**config.mk**
```make
export PLATFORM = sky130hd
export DESIGN_NAME = mod_74x193_sync_flat
export DESIGN_NICKNAME = d
export VERILOG_FILES = /design/src/rtl/mod_74x193_sync_if.sv /design/src/rtl/mod_74x193_sync.sv /design/src/flat_wrapper.sv
export SDC_FILE = /design/constraint.sdc
export NUM_CORES = 1
export LEC_CHECK = 0
export ABC_CLOCK_PERIOD_IN_PS = 2210
export CAP_MARGIN = 5
export CORE_AREA = 2 2 39 41
export DETAILED_ROUTE_END_ITERATION = 8
export DIE_AREA = 0 0 41 43
export PLACE_DENSITY_LB_ADDON = 0.25
export SLEW_MARGIN = 20
export SYNTH_ARGS = -nofsm -noshare
export SYNTH_HDL_FRONTEND = slang
export SYNTH_SLANG_ARGS = --single-unit
```
**constraint.sdc**
```tcl
create_clock -name clk -period 2.21 [get_ports clk]
set_input_delay 0.663 -clock clk [delete_from_list [all_inputs] [get_ports clk]]
set_output_delay 0.663 -clock clk [all_outputs]
set_load 0.005 [all_outputs]
```
**src/rtl/mod_74x193_sync_if.sv**
```systemverilog
// Control and data bundle for the mod_74x193_sync counter.
// Optional feature macro: MOD_74X193_SYNC_OUTREG_EN (adds the rload strobe).
interface mod_74x193_sync_if #(
    parameter int WIDTH = 4
);
    logic             load_n;
    logic [WIDTH-1:0] d;
    logic             up;
    logic             enp;
    logic             ent;
`ifdef MOD_74X193_SYNC_OUTREG_EN
    logic             rload;
`endif
    logic [WIDTH-1:0] q;
    logic             co_n;
    logic             bo_n;

`ifdef MOD_74X193_SYNC_OUTREG_EN
    modport master (
        output load_n, d, up, enp, ent, rload,
        input  q, co_n, bo_n
    );
    modport slave (
        input  load_n, d, up, enp, ent, rload,
        output q, co_n, bo_n
    );
`else
    modport master (
        output load_n, d, up, enp, ent,
        input  q, co_n, bo_n
    );
    modport slave (
        input  load_n, d, up, enp, ent,
        output q, co_n, bo_n
    );
`endif
endinterface

```
**src/rtl/mod_74x193_sync.sv**
```systemverilog
// Synchronous presettable binary up/down counter (74x193-style), cascadable
// through active-low carry/borrow terminal-count outputs gated by ent.
// rst is the asynchronous, active-high clear.
// Optional feature macro: MOD_74X193_SYNC_OUTREG_EN
//   defined   : q comes from an output register loaded from the pre-update
//               count when rload is high at a clock edge.
//   undefined : q is the count itself.
module mod_74x193_sync #(
    parameter int WIDTH = 4
) (
    input  logic              clk,
    input  logic              rst,
    mod_74x193_sync_if.slave  bus
);
    localparam logic [WIDTH-1:0] ONE = {{(WIDTH-1){1'b0}}, 1'b1};

    logic [WIDTH-1:0] cnt_reg;
    logic [WIDTH-1:0] cnt_next;
    logic             at_max;
    logic             at_zero;

    // Next count: load beats counting, counting needs both enables.
    always_comb begin
        cnt_next = cnt_reg;
        if (!bus.load_n) begin
            cnt_next = bus.d;
        end else if (bus.enp && bus.ent) begin
            cnt_next = bus.up ? (cnt_reg + ONE) : (cnt_reg - ONE);
        end
    end

    // Count register; clear acts immediately and holds while asserted.
    always_ff @(posedge clk or posedge rst) begin
        if (rst) begin
            cnt_reg <= '0;
        end else begin
            cnt_reg <= cnt_next;
        end
    end

    // Terminal-count detection is on the live count so a cascaded stage
    // sees its enable in the same cycle the lower stage is about to wrap.
    assign at_max   = &cnt_reg;
    assign at_zero  = ~|cnt_reg;
    assign bus.co_n = ~(bus.up  & bus.ent & at_max);
    assign bus.bo_n = ~(~bus.up & bus.ent & at_zero);

`ifdef MOD_74X193_SYNC_OUTREG_EN
    logic [WIDTH-1:0] oreg_reg;

    // Snapshot of the count as it stood before this edge's update.
    always_ff @(posedge clk or posedge rst) begin
        if (rst) begin
            oreg_reg <= '0;
        end else if (bus.rload) begin
            oreg_reg <= cnt_reg;
        end
    end

    assign bus.q = oreg_reg;
`else
    assign bus.q = cnt_reg;
`endif

endmodule
```
**src/flat_wrapper.sv**
```systemverilog
// flat-port wrapper written by rule: the top's interface ports become plain ports
module mod_74x193_sync_flat 
#(
    parameter int WIDTH = 4
)
  (clk, rst, bus_load_n, bus_d, bus_up, bus_enp, bus_ent, bus_q, bus_co_n, bus_bo_n);
  mod_74x193_sync_if #(.WIDTH(WIDTH)) bus_i ();
  input  logic clk;
  input  logic rst;
  input wire logic [$bits(bus_i.load_n)-1:0] bus_load_n;
  input wire logic [$bits(bus_i.d)-1:0] bus_d;
  input wire logic [$bits(bus_i.up)-1:0] bus_up;
  input wire logic [$bits(bus_i.enp)-1:0] bus_enp;
  input wire logic [$bits(bus_i.ent)-1:0] bus_ent;
  output wire logic [$bits(bus_i.q)-1:0] bus_q;
  output wire logic [$bits(bus_i.co_n)-1:0] bus_co_n;
  output wire logic [$bits(bus_i.bo_n)-1:0] bus_bo_n;
  assign bus_i.load_n = bus_load_n;
  assign bus_i.d = bus_d;
  assign bus_i.up = bus_up;
  assign bus_i.enp = bus_enp;
  assign bus_i.ent = bus_ent;
  assign bus_q = bus_i.q;
  assign bus_co_n = bus_i.co_n;
  assign bus_bo_n = bus_i.bo_n;
  mod_74x193_sync #(.WIDTH(WIDTH)) u_core (.clk(clk), .rst(rst), .bus(bus_i));
endmodule
```
==> run metrics <==
Inst Count DP=78; CP Capture Type=output port; Layout area overhead=75.4%; Critical Path RT=1.55 ns; clock sinks=4; register area share after synthesis=29.0%; Mapped Area=345 sq um; clock root cell=clkbuf_4; met1 wire length=343 um; share of the synthesized area in the top cell type=29.0%; layout cells sized above 1=29.2%; EDFF count, synth=0; #FFs+latches synth=4; worst reg2reg setup slack=0.56 ns; Routed Antenna Nets=0; Antenna Cells=0; WL/cell=10.1 um; fin util=43.8%; DR vias=377; # DRC=0; Max-cap violations=0; max reg flops=4; cell repeated most along the worst path=dlygate4sd2_1; Chip Width=41 um; clock slew at reported path FFs=0.03 ns; Post-Synthesis Cells=38; worst-skew pair later-pin latency=0.23 ns; worst path arrival time=1.42 ns; drt pass-1 iters=4; Power Dens Cells=537 nW/um^2; GRT Util Overall=12.2%; IO Count=16; worst setup path class=in2out; total die area=1760 sq um; Rel. slew slack=84.8%; worst slew pin tran=0.228 ns; Leak=0.269 nW; Site Rows=14; Max FO, Critical Path=3; post-synth top area cell=dfrtp_1; initial antenna violation count=0; Routability Congestion=0.707; Final setup viols=0; height of the die=43 um; Starting Density=25.0%; largest net degree at the start of global routing=9; global route overflow=0; vias per cell=4.65; wire length on met2=424 um; nature of the critical path startpoint=primary input; Mapped Nets=51; number of global-route vias before repair=360; outcome=complete, no violations; critical path's slowest cell=dlygate4sd2_1; Worst Skew=0.000985 ns; Max Slew Vio Count=0; Final #Nets=80; peak supply drop=0.323 mV; DR WL met3=28 um; crit share post-route=94.1%; delay of the slowest critical-path stage=0.26 ns; Non-Filler Instances=81; core area=1380 sq um; synthesized area per cell=9.09 sq um; WL final=817 um; Ys Warns=0; CTS tree=done; CTS H-tree lvls=1; Distinct cells, synth=23; first-pass GRT wire length=1440 um; CTS buffer count=3; top cells by area, synth=dfrtp_1, ha_1, fa_1; initial DRC count=3; FFs w/ async S/R, synth=100%; Detailed Place HPWL=739 um; fmax=481 MHz; RSZ-0062 raised after global routing=no; Top Layer Used=met4; Buffers on Ports=15; fin crit period=2.08 ns; Synth Flop Type=dfrtp_1; HP Class=in2async; CP Cell Sequence=dlygate4sd2_1, and4_1, nand3_1, dlygate4sd2_1; Max clock buf depth=2; Final Hold Viols=0
==> power breakdown <==
group          switching [mW]  internal (mW)  total (mW)
clock network          0.0269         0.0605      0.0873
logic                  0.0548         0.0858       0.141
registers              0.0126         0.0844      0.0970
==> critical path, delay by kind of cell <==
family                 cells  cell delay (ns)
buffers and inverters      2             0.49
AND/OR/NAND/NOR            2             0.27
==> metrics by stage <==
| stage | area [sq um] | power, mW | hold slack, ns | TNS [ns] | worst slack, ns |
|---|---|---|---|---|---|
| floorplan | 345 | 0.158 | 0.429 | 0 | 0.356 |
| global placement | 579 | 0.238 | 0.689 | -1.25 | -0.358 |
| detailed placement | 579 | 0.239 | 0.693 | -1.34 | -0.382 |
| CTS | 606 | 0.334 | 0.608 | 0 | 0.0191 |
| global route | 606 | 0.355 | 0.639 | 0 | 0.0867 |
| finish | 606 | 0.325 | 0.611 | 0 | 0.131 |
==> what timing repair did <==
action,in CTS,in global routing
setup endpoints to repair,4,1
pin swaps,1,1
setup buffers,0,0
hold buffers,0,0
resized for setup,7,0
==> synth_stat cells (2+ instances only) <==
master	number
or3_1	2
nor2_1	2
nand2_1	3
nand3_1	3
ha_1	2
dfrtp_1	4
inv_1	3
o21ai_0	2
a21oi_1	3
==> layout by cell type, fill, tap and decap left out <==
| master | n |
|---|---|
| inv_1 | 3 |
| buf_4 | 10 |
| nor2_1 | 2 |
| a221oi_2 | 1 |
| and4_1 | 1 |
| clkbuf_4 | 3 |
| clkdlybuf4s15_2 | 1 |
| mux2_2 | 1 |
| or4_4 | 1 |
| fa_1 | 1 |
| ha_1 | 2 |
| dlygate4sd2_1 | 3 |
| nand3_1 | 3 |
| nor4_2 | 1 |
| mux2i_1 | 1 |
| clkdlybuf4s50_1 | 11 |
| dfrtp_1 | 4 |
| a21oi_1 | 3 |
| xor2_1 | 1 |
| inv_2 | 1 |
| nand2_1 | 3 |
| o21ai_0 | 2 |
| nand3b_1 | 1 |
| a21o_1 | 1 |
| or3_1 | 2 |
| xnor2_1 | 1 |
| a211oi_1 | 1 |
==> cell type report <==
class,instances,area [sq um]
fillers,143,778
multi-input cells,29,225
repair buffers,25,223
flip-flops and latches,4,100
clock buffers,3,22.5
well taps,16,20.0
inverters,4,15.0
==> kinds of logic after synthesis <==
family | Yosys count | share of synthesized area (%)
and+or+nand+nor | 14 | 23.2
AOI/OAI and AO/OA | 8 | 15.9
buffers and inverters | 5 | 7.61
DFF | 4 | 29.0
adders and majority gates | 3 | 13.0
xor gates and xnor gates | 2 | 5.07
muxes | 2 | 6.16
==> per-layer routing <==
metal	vias up	GRT usage (%)
met5	-	0
met3	2	1.57
met2	11	18.1
met4	0	10.0
met1	172	14.8
li1	192	-
==> path summary, 6_finish.rpt <==
path	startpoint	to	cells after the start
worst min register to register	u_core.bus.q[2]	u_core.bus.q[2]	3
worst max register to register	u_core.bus.q[1]	u_core.bus.q[3]	5
worst min-delay path	rst	u_core.bus.q[3]	2
max in group asynchronous	rst	u_core.bus.q[1]	2
worst max-delay path	bus_ent	bus_co_n	4
min in group clk	u_core.bus.q[2]	u_core.bus.q[2]	3
Note: power is estimated with default switching activity, not from simulation.
==> patch, RTL diff (same flow settings) <==
`WIDTH` is set to 4 in 3 places; all go to 3.
--- a/src/rtl/mod_74x193_sync_if.sv
+++ b/src/rtl/mod_74x193_sync_if.sv
@@ -1,7 +1,7 @@
 // Control and data bundle for the mod_74x193_sync counter.
 // Optional feature macro: MOD_74X193_SYNC_OUTREG_EN (adds the rload strobe).
 interface mod_74x193_sync_if #(
-    parameter int WIDTH = 4
+    parameter int WIDTH = 3
 );
     logic             load_n;
     logic [WIDTH-1:0] d;
--- a/src/rtl/mod_74x193_sync.sv
+++ b/src/rtl/mod_74x193_sync.sv
@@ -6,7 +6,7 @@
 //               count when rload is high at a clock edge.
 //   undefined : q is the count itself.
 module mod_74x193_sync #(
-    parameter int WIDTH = 4
+    parameter int WIDTH = 3
 ) (
     input  logic              clk,
     input  logic              rst,
--- a/src/flat_wrapper.sv
+++ b/src/flat_wrapper.sv
@@ -1,7 +1,7 @@
 // flat-port wrapper written by rule: the top's interface ports become plain ports
 module mod_74x193_sync_flat 
 #(
-    parameter int WIDTH = 4
+    parameter int WIDTH = 3
 )
   (clk, rst, bus_load_n, bus_d, bus_up, bus_enp, bus_ent, bus_q, bus_co_n, bus_bo_n);
   mod_74x193_sync_if #(.WIDTH(WIDTH)) bus_i ();
Interface: changed (resized bus_d and bus_q); port bits go from 16 to 14. The function was not compared with the original's and may differ.
==> patch against the unedited design <==
- sequential cell count is 1 lower
- sequential share of layout area is 2.5 points higher
- setup slack better by 0.014 ns
- design area is 35% lower
- synthesized area is 42% lower
- die area stayed put
- highest routed layer is now met3
- utilization is 15 points lower
- final cell count is 27% lower
- via count is 39% lower
- wire length is 40% lower
- worst hold slack better by 0.0017 ns
- total power is 29% lower
==> patch: results (changes against the unedited design) <==
| Metric | Value |
|---|---|
| Final sequential cell count | 3 (-1) |
| Top Layer Used | met3 |
| Vias | 230 (-39%) |
| Clkbuf count | 4 (+1) |
| Flop2flop setup slack | 0.63 ns (+0.07 ns) |
| Distinct cells, synth | 15 (-35%) |
| Worst R2R End | u_core.bus.q[2] |
| Synth Area in Adders | 9.94% (-3.1 points) |
| Reg-to-Reg Start | u_core.bus.q[0] |
| Data arrival, critical path | 1.40 ns (-0.02 ns) |
| Status | finished clean |
| Post-synthesis compound-gate area fraction | 10.6% (-5.4 points) |
| Initial DRC count | 1 (-2) |
| Inverter count | 3 (-1) |
| Pre-Repair DR Iteration Count | 2 (-2) |
| Placed inst area | 374 sq um (-35%) |
| Clk_skew | 0.000662 ns (-0.000324 ns) |
| FF+latch area | 75.1 sq um (-25%) |
| Slew HR | 87.5% (+2.7 points) |
| Maximum vdd drop | 0.283 mV (-12%) |
| P_leak | 0.174 nW (-35%) |
| NonClk Buf Share | 37.3% (+0.56 points) |
| Mux contribution to synthesized area | 4.97% (-1.2 points) |
| R2R cell count | 4 (-1) |
| Largest net degree at the start of global routing | 7 (-2) |
| First-pass GRT wire length | 807 um (-44%) |
| Synthesized area per cell | 8.76 sq um (-3.6%) |
| Max reg flops | 3 (-1) |
| Nets | 54 (-33%) |
| Multi-input gate share of total cell area | 29.1% (-8.1 points) |
| Global Route met2 Usage | 9.06% (-9.1 points) |
| Vias in the first global route | 215 (-40%) |
| RePlAce Congestion | 0.605 (-14%) |
| Multi-input gates | 17 (-41%) |
-- patch: changes by cell type in the layout (fill, tap and decap cells not counted), sizes merged, moves of 2 or more --
cell,delta
nor2,+2
nand3,-2
nand2,-2
clkdlybuf4s50,-2
ha,-2
buf,-7
-- patch: report_power, final --
part / internal [mW] / total (mW) / switching (mW)
sequential: 0.0620 / 0.0712 / 0.00918
combinational: 0.0408 / 0.0642 / 0.0234
clock: 0.0675 / 0.0938 / 0.0263
-- patch: through the flow --
| step | instances | power, mW | hold slack [ns] | util (%) | setup WS [ns] |
|---|---|---|---|---|---|
| CTS | 59 | 0.237 | 0.602 | 28.6 | 0.140 |
| finish | 59 | 0.229 | 0.613 | 28.6 | 0.145 |
| global placement | 55 | 0.140 | 0.622 | 27.0 | -0.292 |
| detailed placement | 55 | 0.139 | 0.608 | 27.0 | -0.312 |
| global route | 59 | 0.251 | 0.618 | 28.6 | 0.110 |
| floorplan | 23 | 0.0964 | 0.417 | - | 0.475 |
